<file path="config.mk">
export PLATFORM = sky130hd
export DESIGN_NAME = obi_peripheral_bridge
export DESIGN_NICKNAME = d
export VERILOG_FILES = /design/src/rtl/obi_peripheral_bridge.sv
export SDC_FILE = /design/constraint.sdc
export NUM_CORES = 1
export LEC_CHECK = 0
export ABC_AREA = 1
export BUFFER_PORTS_ARGS = -buffer_cell sky130_fd_sc_hd__buf_2
export CORE_AREA = 4 4 108 130
export DETAILED_ROUTE_END_ITERATION = 8
export DIE_AREA = 0 0 112 134
export PLACE_DENSITY = 0.72
export SETUP_SLACK_MARGIN = 0.2
export SLEW_MARGIN = 20
export SYNTH_ARGS = -nofsm -noshare
export SYNTH_HDL_FRONTEND = slang
export SYNTH_SLANG_ARGS = --single-unit
</file>
<file path="constraint.sdc">
create_clock -name UserCLK -period 2.4 [get_ports UserCLK]
set_clock_uncertainty 0.15 [all_clocks]
set_input_delay 0.12 -clock UserCLK [delete_from_list [all_inputs] [get_ports UserCLK]]
set_output_delay 0.12 -clock UserCLK [all_outputs]
set_load 0.03 [all_outputs]
</file>
<file path="src/rtl/obi_peripheral_bridge.sv">
// Registered OBI bridge: request register slice, credit counter and response FIFO.
// Optional watchdog enabled by defining OBI_PERIPHERAL_BRIDGE_TIMEOUT_EN.
module obi_peripheral_bridge #(
    parameter int ADDR_WIDTH     = 24,
    parameter int DATA_WIDTH     = 32,
    parameter int DEPTH          = 2,
    parameter int TIMEOUT_CYCLES = 255,
    parameter int NoConfigBits   = 0
) (
    input  logic                                         UserCLK,
    input  logic                                         RESET_N,
    input  logic                                         REQ_top,
    input  logic                                         WE_top,
    input  logic [DATA_WIDTH/8-1:0]                      BE_top,
    input  logic [ADDR_WIDTH-1:0]                        ADDR_top,
    input  logic [DATA_WIDTH-1:0]                        WDATA_top,
    output logic                                         GNT_top,
    output logic                                         RVALID_top,
    output logic [DATA_WIDTH-1:0]                        RDATA_top,
    output logic                                         ERR_top,
    input  logic                                         RREADY_top,
    output logic                                         REQ,
    output logic                                         WE,
    output logic [DATA_WIDTH/8-1:0]                      BE,
    output logic [ADDR_WIDTH-1:0]                        ADDR,
    output logic [DATA_WIDTH-1:0]                        WDATA,
    input  logic                                         GNT,
    input  logic                                         RVALID,
    input  logic [DATA_WIDTH-1:0]                        RDATA,
    input  logic [(NoConfigBits > 0 ? NoConfigBits : 1)-1:0] ConfigBits
);

    localparam int BW = DATA_WIDTH / 8;
    localparam int CW = $clog2(DEPTH + 1);
    localparam int AW = (DEPTH > 1) ? $clog2(DEPTH) : 1;
    localparam logic [CW-1:0] DEPTH_C = CW'(DEPTH);

    logic                  req_valid;
    logic                  we_q;
    logic [BW-1:0]         be_q;
    logic [ADDR_WIDTH-1:0] addr_q;
    logic [DATA_WIDTH-1:0] wdata_q;

    logic [CW-1:0] top_cnt;
    logic [CW-1:0] fab_cnt;

    logic [AW:0]           wptr;
    logic [AW:0]           rptr;
    logic [DATA_WIDTH-1:0] mem [DEPTH];

    logic                  top_hs;
    logic                  fab_hs;
    logic                  pop;
    logic                  push;
    logic                  empty;
    logic [DATA_WIDTH-1:0] push_data;

    // Pointers wrap modulo DEPTH; the top bit toggles on wrap to tell full from empty.
    function automatic logic [AW:0] ptr_inc(input logic [AW:0] p);
        logic [AW:0] n;
        if (p[AW-1:0] == AW'(DEPTH - 1)) begin
            n = {~p[AW], {AW{1'b0}}};
        end else begin
            n = p + 1'b1;
        end
        return n;
    endfunction

    assign GNT_top    = (!req_valid || GNT) && (top_cnt < DEPTH_C);
    assign top_hs     = REQ_top && GNT_top;
    assign fab_hs     = req_valid && GNT;
    assign empty      = (wptr == rptr);
    assign RVALID_top = !empty;
    assign pop        = RVALID_top && RREADY_top;
    assign RDATA_top  = mem[rptr[AW-1:0]];

    assign REQ   = req_valid;
    assign WE    = we_q;
    assign BE    = be_q;
    assign ADDR  = addr_q;
    assign WDATA = wdata_q;

`ifdef OBI_PERIPHERAL_BRIDGE_TIMEOUT_EN
    logic [15:0]   timer;
    logic [CW-1:0] drop_cnt;
    logic          fire;
    logic          err_mem [DEPTH];

    // A fabric response in the firing cycle takes priority over the timeout.
    assign fire      = (fab_cnt != '0) && !RVALID
                     && (timer == 16'(TIMEOUT_CYCLES - 1));
    assign push      = (RVALID && (fab_cnt != '0) && (drop_cnt == '0)) || fire;
    assign push_data = fire ? '0 : RDATA;
    assign ERR_top   = !empty && err_mem[rptr[AW-1:0]];

    always_ff @(posedge UserCLK or negedge RESET_N) begin
        if (!RESET_N) begin
            timer <= '0;
        end else if ((fab_cnt == '0) || RVALID || fire) begin
            timer <= '0;
        end else begin
            timer <= timer + 16'd1;
        end
    end

    always_ff @(posedge UserCLK or negedge RESET_N) begin
        if (!RESET_N) begin
            drop_cnt <= '0;
        end else if (fire) begin
            drop_cnt <= drop_cnt + 1'b1;
        end else if (RVALID && (drop_cnt != '0)) begin
            drop_cnt <= drop_cnt - 1'b1;
        end
    end

    always_ff @(posedge UserCLK or negedge RESET_N) begin
        if (!RESET_N) begin
            for (int i = 0; i < DEPTH; i++) err_mem[i] <= 1'b0;
        end else if (push) begin
            err_mem[wptr[AW-1:0]] <= fire;
        end
    end
`else
    assign push      = RVALID && (fab_cnt != '0);
    assign push_data = RDATA;
    assign ERR_top   = 1'b0;
`endif

    always_ff @(posedge UserCLK or negedge RESET_N) begin
        if (!RESET_N) begin
            req_valid <= 1'b0;
            we_q      <= 1'b0;
            be_q      <= '0;
            addr_q    <= '0;
            wdata_q   <= '0;
        end else if (top_hs) begin
            req_valid <= 1'b1;
            we_q      <= WE_top;
            be_q      <= BE_top;
            addr_q    <= ADDR_top;
            wdata_q   <= WDATA_top;
        end else if (fab_hs) begin
            req_valid <= 1'b0;
        end
    end

    always_ff @(posedge UserCLK or negedge RESET_N) begin
        if (!RESET_N) begin
            top_cnt <= '0;
        end else begin
            unique case ({top_hs, pop})
                2'b10:   top_cnt <= top_cnt + 1'b1;
                2'b01:   top_cnt <= top_cnt - 1'b1;
                default: top_cnt <= top_cnt;
            endcase
        end
    end

    always_ff @(posedge UserCLK or negedge RESET_N) begin
        if (!RESET_N) begin
            fab_cnt <= '0;
        end else begin
            unique case ({fab_hs, push})
                2'b10:   fab_cnt <= fab_cnt + 1'b1;
                2'b01:   fab_cnt <= fab_cnt - 1'b1;
                default: fab_cnt <= fab_cnt;
            endcase
        end
    end

    always_ff @(posedge UserCLK or negedge RESET_N) begin
        if (!RESET_N) begin
            wptr <= '0;
            rptr <= '0;
            for (int i = 0; i < DEPTH; i++) mem[i] <= '0;
        end else begin
            if (push) begin
                mem[wptr[AW-1:0]] <= push_data;
                wptr              <= ptr_inc(wptr);
            end
            if (pop) begin
                rptr <= ptr_inc(rptr);
            end
        end
    end

endmodule

</file>
# After elaboration in Yosys (flattened, before gate mapping)
# Cells that the tools add are included.
# classes
n_addsub	6
bitwise	4
magnitude_cmp	4
muxes	12
eq_ne	5
reduce_logical	13
# op_table
op	count
$mux W32	4
$bwmux W64	1
$demux W32 S1	1
$add A2 B1 Y2 const B	4
$pmux W2 S2	2
$reduce_bool A2 Y1	4
$logic_and A1 B1 Y1	6
$eq A2 B1 Y1 const B	2
$eq A2 B2 Y1 const B	2
$ge A2 B2 Y1 const B	2
$mux W2	2
$not A1 Y2	2
$sub A2 B1 Y2 const B	2
$eq A2 B2 Y1	1
$logic_not A1 Y1	2
$lt A2 B1 Y1 const B	1
$lt A2 B2 Y1 const B	1
$mux W1	2
$not A1 Y1	2
$logic_or A1 B1 Y1	1
# totals
out_inout_bits	97
reg_bits	134

# Depth between registers and ports, before layout
# Gate-level depths: netlist of run 1.
# logic_depth
depth_word	6
mapped_depth	10
depth_no_buf	10

# Worst setup path after synthesis of run 1
# No wires, ideal clock.
# synth_path
kind	register -> register
start	reg req_valid, in the netlist REQ
end	reg top_cnt[1]
setup_ps	124
n_path_buf	1
path_stages_with_launch	8
arrival_time_ps	1688
required_time_ps	2126
path_slack_ps	438
cell_sequence	dfrtp_1 a21oi_4 nand2_2 buf_2 ha_1 a21oi_1 nand2_1 xnor2_1
# synth_via
elab_chain_len	6
elab_cells_between_ends	8
classes_between	2 x eq/ne; 1 x mux; 5 x reduce/logical
# synth_lines
element	line	source
from (decl)	38	logic req_valid;
from (signal assigned)	131	req_valid <= 1'b0;
from (signal assigned)	137	req_valid <= 1'b1;
from (signal assigned)	143	req_valid <= 1'b0;
$logic_not A1 Y1 (*)	69	assign GNT_top = (!req_valid || GNT) && (top_cnt < DEPTH_C);
$logic_or A1 B1 Y1 (*)	69	
$logic_and A1 B1 Y1 (*)	69	
$logic_and A1 B1 Y1 (*)	70	assign top_hs = REQ_top && GNT_top;
$eq A2 B1 Y1 or $eq A2 B2 Y1 (tied branches)	151	unique case ({top_hs, pop})
$pmux W2 S2 or $reduce_bool A2 Y1 (tied branches)	n/a	
to (signal assigned)	152	2'b10: top_cnt <= top_cnt + 1'b1;
to (signal assigned)	153	2'b01: top_cnt <= top_cnt - 1'b1;
to (signal assigned)	154	default: top_cnt <= top_cnt;
to (decl)	44	logic [CW-1:0] top_cnt;
# Mark *: on every way between the ends. The rest lies on a longest branch, timed or not.
# A chain may end at the register's enable or synchronous reset.

# Worst setup path after layout of run 1
# layout_path
start	reg req_valid, in the netlist REQ
end	out GNT_top
# layout_via
elab_chain_len	3
# layout_lines
element	line	source
$logic_not A1 Y1	69	
$logic_or A1 B1 Y1	69	
$logic_and A1 B1 Y1	69	
to (decl)	17	output logic GNT_top,
# No other way between the ends.

==> results.cfg, run 1 <==
[sta]
setup_viol = 0
fin_crit_ns = 1.98
worst_pin_slew_ns = 0.646
slew_viol_final = 0
clock.fmax_ghz = 0.505
setup_tns_ns = 0
min_period_over_period_pct = 82.4
hold_viol = 0
slew_headroom_pct = 57.0
rsz0062_at_grt = no

[setup_path]
arrival_ns = 1.71
start_kind = flop
end_kind = output pin
crit_required_ns = 2.13
worst-setup-path-type = reg -> out
worstPathMaxFanout = 62

[place]
hpwl_mm = 9.56
place.gp.congestion = 0.746
dp_cells = 991
io_buffers = 194

[detailed_routing]
drc = 0
dr.max_layer_used = met4
wl_met3_mm = 1.52
dr_wl_met2_mm = 7.82
drtIter0Drc = 273
num_vias = 5409
vias_per_cell = 4.83
postRouteAntennaNets = 0
wl_per_cell_um = 14.4
dr.pass1.iters = 5
routed_wl_mm = 16.2
wl_met1_mm = 6.53

[power]
power_mw = 12.0
pwr_density_cell_nw_per_um2 = 1450
irDropWorstVdd_mv = 0.795
p_leak_nw = 4.46

[global_route]
grt_pass1_wl_mm = 27.0
grt_max_degree = 65
antenna_found_initial = 1
first_global_vias = 5499
overflow = 0
track_usage_pct = 22.0

[synth]
synth_top_area_share_pct = 59.6
syn-cell-area_um2 = 5630
synth_area_leaders = dfrtp_1 60%, nand2_1 20%, nand3_1 5.6%
syn-num-nets = 765
syn_inst = 663
ys_types = 21
syn-mean-instance-area_um2 = 8.48
yosysSeqAreaShare_pct = 59.6
yosysWarnings = 0
yosysTopAreaCell = dfrtp_1
ys_seq_elements = 134

[cts]
cts_root_buf = clkbuf_16
clk_path_buf_depth = 2
cts_sinks = 134
cts_tree = yes
cts_max_level = 4
post_cts_buffers = 0
numCtsBuffers = 17
cts.reportedPaths.clkPinSlew_ns = 0.06
insertion_delay_ns = 0.40

[final_layout]
areaGrowthSynthToFinish_pct = 47.4
final_common_cell = nand2_1
final_util_pct = 65.4
layoutNonFillerInstCount = 1121
finalNetCount = 1045
final_cell_mix = 304 x nand2_1, 193 x buf_2, 133 x dfrtp_1
drive_gt1_share_pct = 25.6

[floorplan]
die-area_um2 = 15000
io_pins = 197
coreArea_um2 = 12700
rows = 45
die-height_um = 134
start_util_pct = 44.4
die_x_um = 112

[worst_hold_path]
min_path_type = in -> reg

[status]
status = complete, no violations

[flow_run]
max-cap-violations = 0
[worst paths after layout]
kind,from,to,slack [ns],depth (start not counted)
setup / recovery,REQ,GNT_top,0.42,3
hold / removal,REQ_top,top_cnt[0],0.02,4
setup reg to reg,wptr[0],top_cnt[1],0.63,10
hold reg to reg,ADDR[20],ADDR[20],0.32,2
max in group asynchronous,RESET_N,WDATA[5],1.34,3
min in group asynchronous,RESET_N,mem[26],0.10,2
[cell usage after synthesis]
library cell / count
a21oi_1: 2
a21oi_4: 1
buf_2: 26
buf_4: 1
clkbuf_1: 9
clkbuf_2: 3
conb_1: 1
dfrtp_1: 134
ha_1: 2
inv_1: 38
inv_2: 3
nand2_1: 304
nand2_2: 1
nand3_1: 63
nor2_1: 2
nor2_4: 2
o21ai_0: 62
o21ai_1: 2
o21ai_4: 1
or2_2: 2
xnor2_1: 4
[layout make-up]
class	count	area, um2
Tap cell	164	205
Fill cell	999	4380
Clock inverter	11	124
Sequential cell	134	3350
Multi-Input combinational cell	449	1930
Timing Repair Buffer	300	2050
Inverter	41	154
Clock buffer	21	470
Antenna cell	1	2.50
[state kept, by name, summed over array words and instances (netlist names)]
name / flops
wptr: 2
mem: 64
BE: 4
WE: 1
WDATA: 32
fab_cnt: 2
top_cnt: 2
rptr: 2
ADDR: 24
REQ: 1
[worst max-delay path, cell delays in order (launching register included)]
cell,delay (ns)
dfrtp_1,0.43
a21oi_4,0.19
buf_6,0.39
buf_2,0.29
[report_power, final]
group | internal [mW] | switching [mW] | total (mW)
Sequential | 3.35 | 0.582 | 3.93
Combinational | 1.58 | 3.92 | 5.50
Clock | 1.61 | 0.963 | 2.58
[logic make-up after synthesis]
kind of cell    Yosys count  synth area share [%]
simple gates            374                  26.8
other cells               1                0.0667
xor+xnor                  4                 0.623
compound gates           68                  6.45
flops                   134                  59.6
buf+inv                  80                  6.05
fa+ha+maj                 2                 0.445
[stage by stage]
step | setup WS, ns | hold WS, ns | area [um2]
final | 0.421 | 0.0231 | 8290
after global routing | 0.296 | 0.0567 | 8290
after CTS | 0.255 | 0.00956 | 8280
after detailed placement | 0.624 | -0.0709 | 6720
after global placement | 0.653 | -0.0724 | 6720
after floorplan | 0.438 | -0.326 | 5630
[routing by layer]
layer | vias to the layer above | GRT usage (%)
met5 | - | 0
met4 | 0 | 7.28
met3 | 30 | 7.85
met2 | 236 | 35.6
met1 | 2517 | 27.5
li1 | 2626 | -
[timing repair]
item	in CTS	in global routing
setup endpoints to repair	0	3
hold endpoints to repair	264	0
resized for setup	0	2
hold buffers	97	0
Note: power is estimated with default switching activity, not from simulation.
==> run 2: changes to the inputs <==
clock period = 1.98 ns   (was 2.4 ns; I/O delays follow)
==> results.cfg, run 2 (synthesis results as in run 1) <==
[final_layout]
largest_register_ffs = 64
finalNetCount = 1053
register_area_um2 = 3360
multi_input_area_um2 = 1950
largest-register = mem
areaGrowthSynthToFinish_pct = 52.4
final_cell_mix = 303 x nand2_1, 160 x buf_2, 131 x dfrtp_1
final_common_cell = nand2_1
fillerInstances = 955
drive_gt1_share_pct = 26.7

[cts]
numCtsBuffers = 17
cts.reportedPaths.clkPinSlew_ns = 0.06
cts_tree = yes
insertion_delay_ns = 0.40
cts_sinks = 134
clk_path_buf_depth = 2
cts_max_level = 4
cts_root_buf = clkbuf_16

[setup_path]
crit_required_ns = 1.73
r2r_setup_slack_ns = 0.23
start_kind = flop
end_kind = output pin
reg2reg_depth = 10
arrival_ns = 1.54
worst-setup-path-type = reg -> out
worstPathMaxFanout = 32

[floorplan]
start_util_pct = 44.4
die_x_um = 112
io_pins = 197
coreArea_um2 = 12700
die-area_um2 = 15000
rows = 45
die-height_um = 134

[detailed_routing]
dr.pass1.iters = 5
wl_per_cell_um = 15.4
postRouteAntennaNets = 0
routed_wl_mm = 17.4
num_vias = 5608
drc = 0
drtIter0Drc = 423
vias_per_cell = 4.97

[global_route]
first_global_vias = 5700
grt_pass1_wl_mm = 28.0
grt_max_degree = 65
antenna_found_initial = 1
overflow = 0
track_usage_pct = 22.8

[sta]
setup_tns_ns = 0
setup_viol = 0
rsz0062_at_grt = yes
slew_headroom_pct = 48.0
hold_viol = 0
clock.fmax_ghz = 0.560
min_period_over_period_pct = 90.2
worst_pin_slew_ns = 0.778
setup_slack_ns = 0.195
slew_viol_final = 0
fin_crit_ns = 1.79

[power]
p_switching_mw = 6.89
pwr_density_cell_nw_per_um2 = 1810
internal_power_mw = 8.64
power_mw = 15.5
share_comb_of_total_power_pct = 48.1
p_leak_nw = 4.57
power_frac_seq_pct = 31.0
clkPwrFrac_pct = 20.9
irDropWorstVdd_mv = 1.11
p_sw_share_pct = 44.4

[place]
preCtsSetupSlack_ns = 0.160
hpwl_mm = 9.57
io_buffers = 194
place.gp.congestion = 0.771

[worst_hold_path]
min_path_type = in -> reg
holdPathStages = 4

[status]
status = complete, no violations

[flow_run]
max-cap-violations = 0
## run 2: through the flow
step,cell area (um2),util [%],hold WS (ns),cells
finish,8570,67.7,0.0464,1128
global route,8570,67.7,0.0620,1128
CTS,8440,66.6,0.0280,1123
detailed placement,6780,53.6,-0.0640,993
global placement,6780,53.6,-0.0705,993
floorplan,5650,-,-0.347,663
## run 2: metal layers
layer	part of all wire [%]	wire length [um]	track usage, %
met3	8.6	1500	7.63
met1	41	7090	28.3
met2	49	8470	37.6
met4	1.7	297	7.35
met5	0	0	0
## run 2: final timing paths
path,startpoint,to
setup reg to reg,rptr[0],top_cnt[1]
setup / recovery,rptr[0],RDATA_top[29]
hold reg to reg,BE[0],BE[0]
min in group asynchronous,RESET_N,mem[0]
hold / removal,REQ_top,top_cnt[0]
max in group asynchronous,RESET_N,wptr[1]
## run 2: area by class of cell
type	count	area share [%]
multi-input cells	450	22.8
inverters	41	1.80
clock inverters	11	1.74
flip-flops and latches	134	39.2
clock buffers	20	5.44
well taps	164	2.39
diodes	1	0.0292
repair buffers	307	26.7
## run 2: power groups by stage
| stage | combinational, mW | sequential (mW) | clock, mW |
|---|---|---|---|
| floorplan | 3.46 | 5.87 | 0 |
| global placement | 6.49 | 4.73 | 0 |
| detailed placement | 6.61 | 4.74 | 0 |
| CTS | 6.99 | 4.76 | 3.29 |
| global route | 8.12 | 4.96 | 3.41 |
| finish | 7.47 | 4.81 | 3.25 |
## run 2: worst max-delay path: stages (launching register included)
cell and delay, ns:
dfrtp_2 0.48, clkbuf_16 0.24, o21ai_0 0.21, buf_4 0.20
## run 2: timing repair
| action | 4_1_cts | 5_1_grt |
|---|---|---|
| hold buffers | 97 | 0 |
| setup buffers | 0 | 2 |
| pin swaps | 1 | 2 |
| endpoints found under the hold margin | 264 | 0 |
| cloned | 2 | 2 |
| endpoints found under the setup margin | 42 | 35 |
| gates resized for setup | 15 | 43 |
==> run 3: changes to the inputs <==
REMOVE_ABC_BUFFERS = 1   (was not set)
==> results.cfg, run 3 (synthesis results as in run 1) <==
[final_layout]
drive_gt1_share_pct = 26.1
layoutNonFillerInstCount = 1122
largest-register = mem
antenna_cells = 0
finalNetCount = 1048
final_util_pct = 67.0
areaGrowthSynthToFinish_pct = 50.8
final_cell_mix = 303 x nand2_1, 183 x buf_2, 132 x dfrtp_1
final_common_cell = nand2_1
largest_register_ffs = 64

[sta]
setup_tns_ns = 0
slew_headroom_pct = 44.3
fin_crit_ns = 1.79
setup_slack_ns = 0.193
slew_viol_final = 0
clock.fmax_ghz = 0.560
worst_pin_slew_ns = 0.834
min_period_over_period_pct = 90.2
setup_viol = 0
hold_viol = 0
rsz0062_at_grt = yes

[setup_path]
r2r_setup_slack_ns = 0.25
cp-startpoint = rptr[0]
worstPathMaxFanout = 66
arrival_ns = 1.54
worst-setup-path-type = reg -> out
r2r-start = fab_cnt[0]
r2r_end = fab_cnt[1]
crit_required_ns = 1.73
start_kind = flop
end_kind = output pin
reg2reg_depth = 6
setup.worst_path.end = RDATA_top[16]

[worst_hold_path]
min_path_type = in -> reg

[power]
p_sw_share_pct = 43.9
power_frac_seq_pct = 30.9
pwr_density_cell_nw_per_um2 = 1810
share_comb_of_total_power_pct = 45.9
p_switching_mw = 6.74
clkPwrFrac_pct = 23.2
p_leak_nw = 4.54
internal_power_mw = 8.63
power_mw = 15.4
irDropWorstVdd_mv = 0.970

[detailed_routing]
drtIter0Drc = 344
wl_per_cell_um = 14.9
vias_per_cell = 4.87
drc = 0
dr.pass1.iters = 7
num_vias = 5460
routed_wl_mm = 16.7
postRouteAntennaNets = 0

[global_route]
grt_pass1_wl_mm = 27.8
overflow = 0
grt_max_degree = 67
first_global_vias = 5699
track_usage_pct = 22.8
antenna_found_initial = 0

[place]
preCtsSetupSlack_ns = -0.0285
place.gp.congestion = 0.765
dp_cells = 990
io_buffers = 194
hpwl_mm = 9.46

[floorplan]
die_x_um = 112
die-area_um2 = 15000
io_pins = 197
coreArea_um2 = 12700
start_util_pct = 44.4
die-height_um = 134
rows = 45

[cts]
cts_sinks = 134
cts_max_level = 4
cts.reportedPaths.clkPinSlew_ns = 0.06
insertion_delay_ns = 0.42
cts_tree = yes
numCtsBuffers = 17
clk_path_buf_depth = 2
cts_root_buf = clkbuf_16

[flow_run]
max-cap-violations = 0

[status]
status = complete, no violations
## run 3: cell types whose count changed in the layout (fill, tap and decap cells not counted), sizes merged
cell	change
buf	-2
dlygate4sd3	-1
diode	-1
inv	-1
clkbuf	-3
clkinvlp	-1
bufinv	+3
## run 3: final cells by class
class / count / area [um2]
fillers: 988 / 4190
flip-flops and latches: 134 / 3360
repair buffers: 302 / 2150
multi-input cells: 450 / 1950
clock buffers: 19 / 443
clock inverters: 12 / 226
well taps: 164 / 205
inverters: 41 / 154
## run 3: through the flow
step / hold slack (ns) / instance area (um2)
final: 0.00873 / 8480
after global routing: 0.0560 / 8480
after CTS: 0.0304 / 8460
after detailed placement: -0.0815 / 6750
after global placement: -0.0769 / 6750
after floorplan: -0.347 / 5440
## run 3: worst min path at each step
stage	start	to	slack [ns]	depth (start not counted)
floorplan	RESET_N	ADDR[0]	-0.35	0
global placement	RESET_N	mem[52]	-0.08	1
detailed placement	RESET_N	mem[52]	-0.08	1
CTS	REQ_top	top_cnt[0]	0.03	4
global route	RVALID	wptr[0]	0.06	5
finish	RVALID	wptr[0]	0.009	5
## run 3: worst max-delay path, stage by stage, from the launching register on
cell	delay, ns
dfrtp_2	0.42
buf_12	0.19
o21ai_0	0.27
buf_4	0.21
## run 3: power by group through the flow
stage	registers [mW]	logic, mW	clock network [mW]
final	4.75	7.06	3.56
after global routing	4.92	7.70	3.75
after CTS	4.73	6.99	3.61
after detailed placement	4.73	6.56	0
after global placement	4.71	6.45	0
after floorplan	5.97	3.13	0
## run 3: per-layer routing
layer / track usage (%) / wire length, um / up-vias / part of all wire (%)
li1: - / - / 2634 / -
met1: 28.9 / 6910 / 2530 / 41
met2: 36.5 / 7880 / 263 / 47
met3: 6.95 / 1470 / 33 / 8.8
met4: 9.62 / 433 / 0 / 2.6
met5: 0 / 0 / - / 0
## run 3: repair_timing
action,4_1_cts,5_1_grt
gates cloned,2,0
resized for setup,14,6
hold endpoints to repair,263,0
buffers inserted,2,1
endpoints found under the setup margin,66,44
pin swaps,1,3
hold buffers,96,0
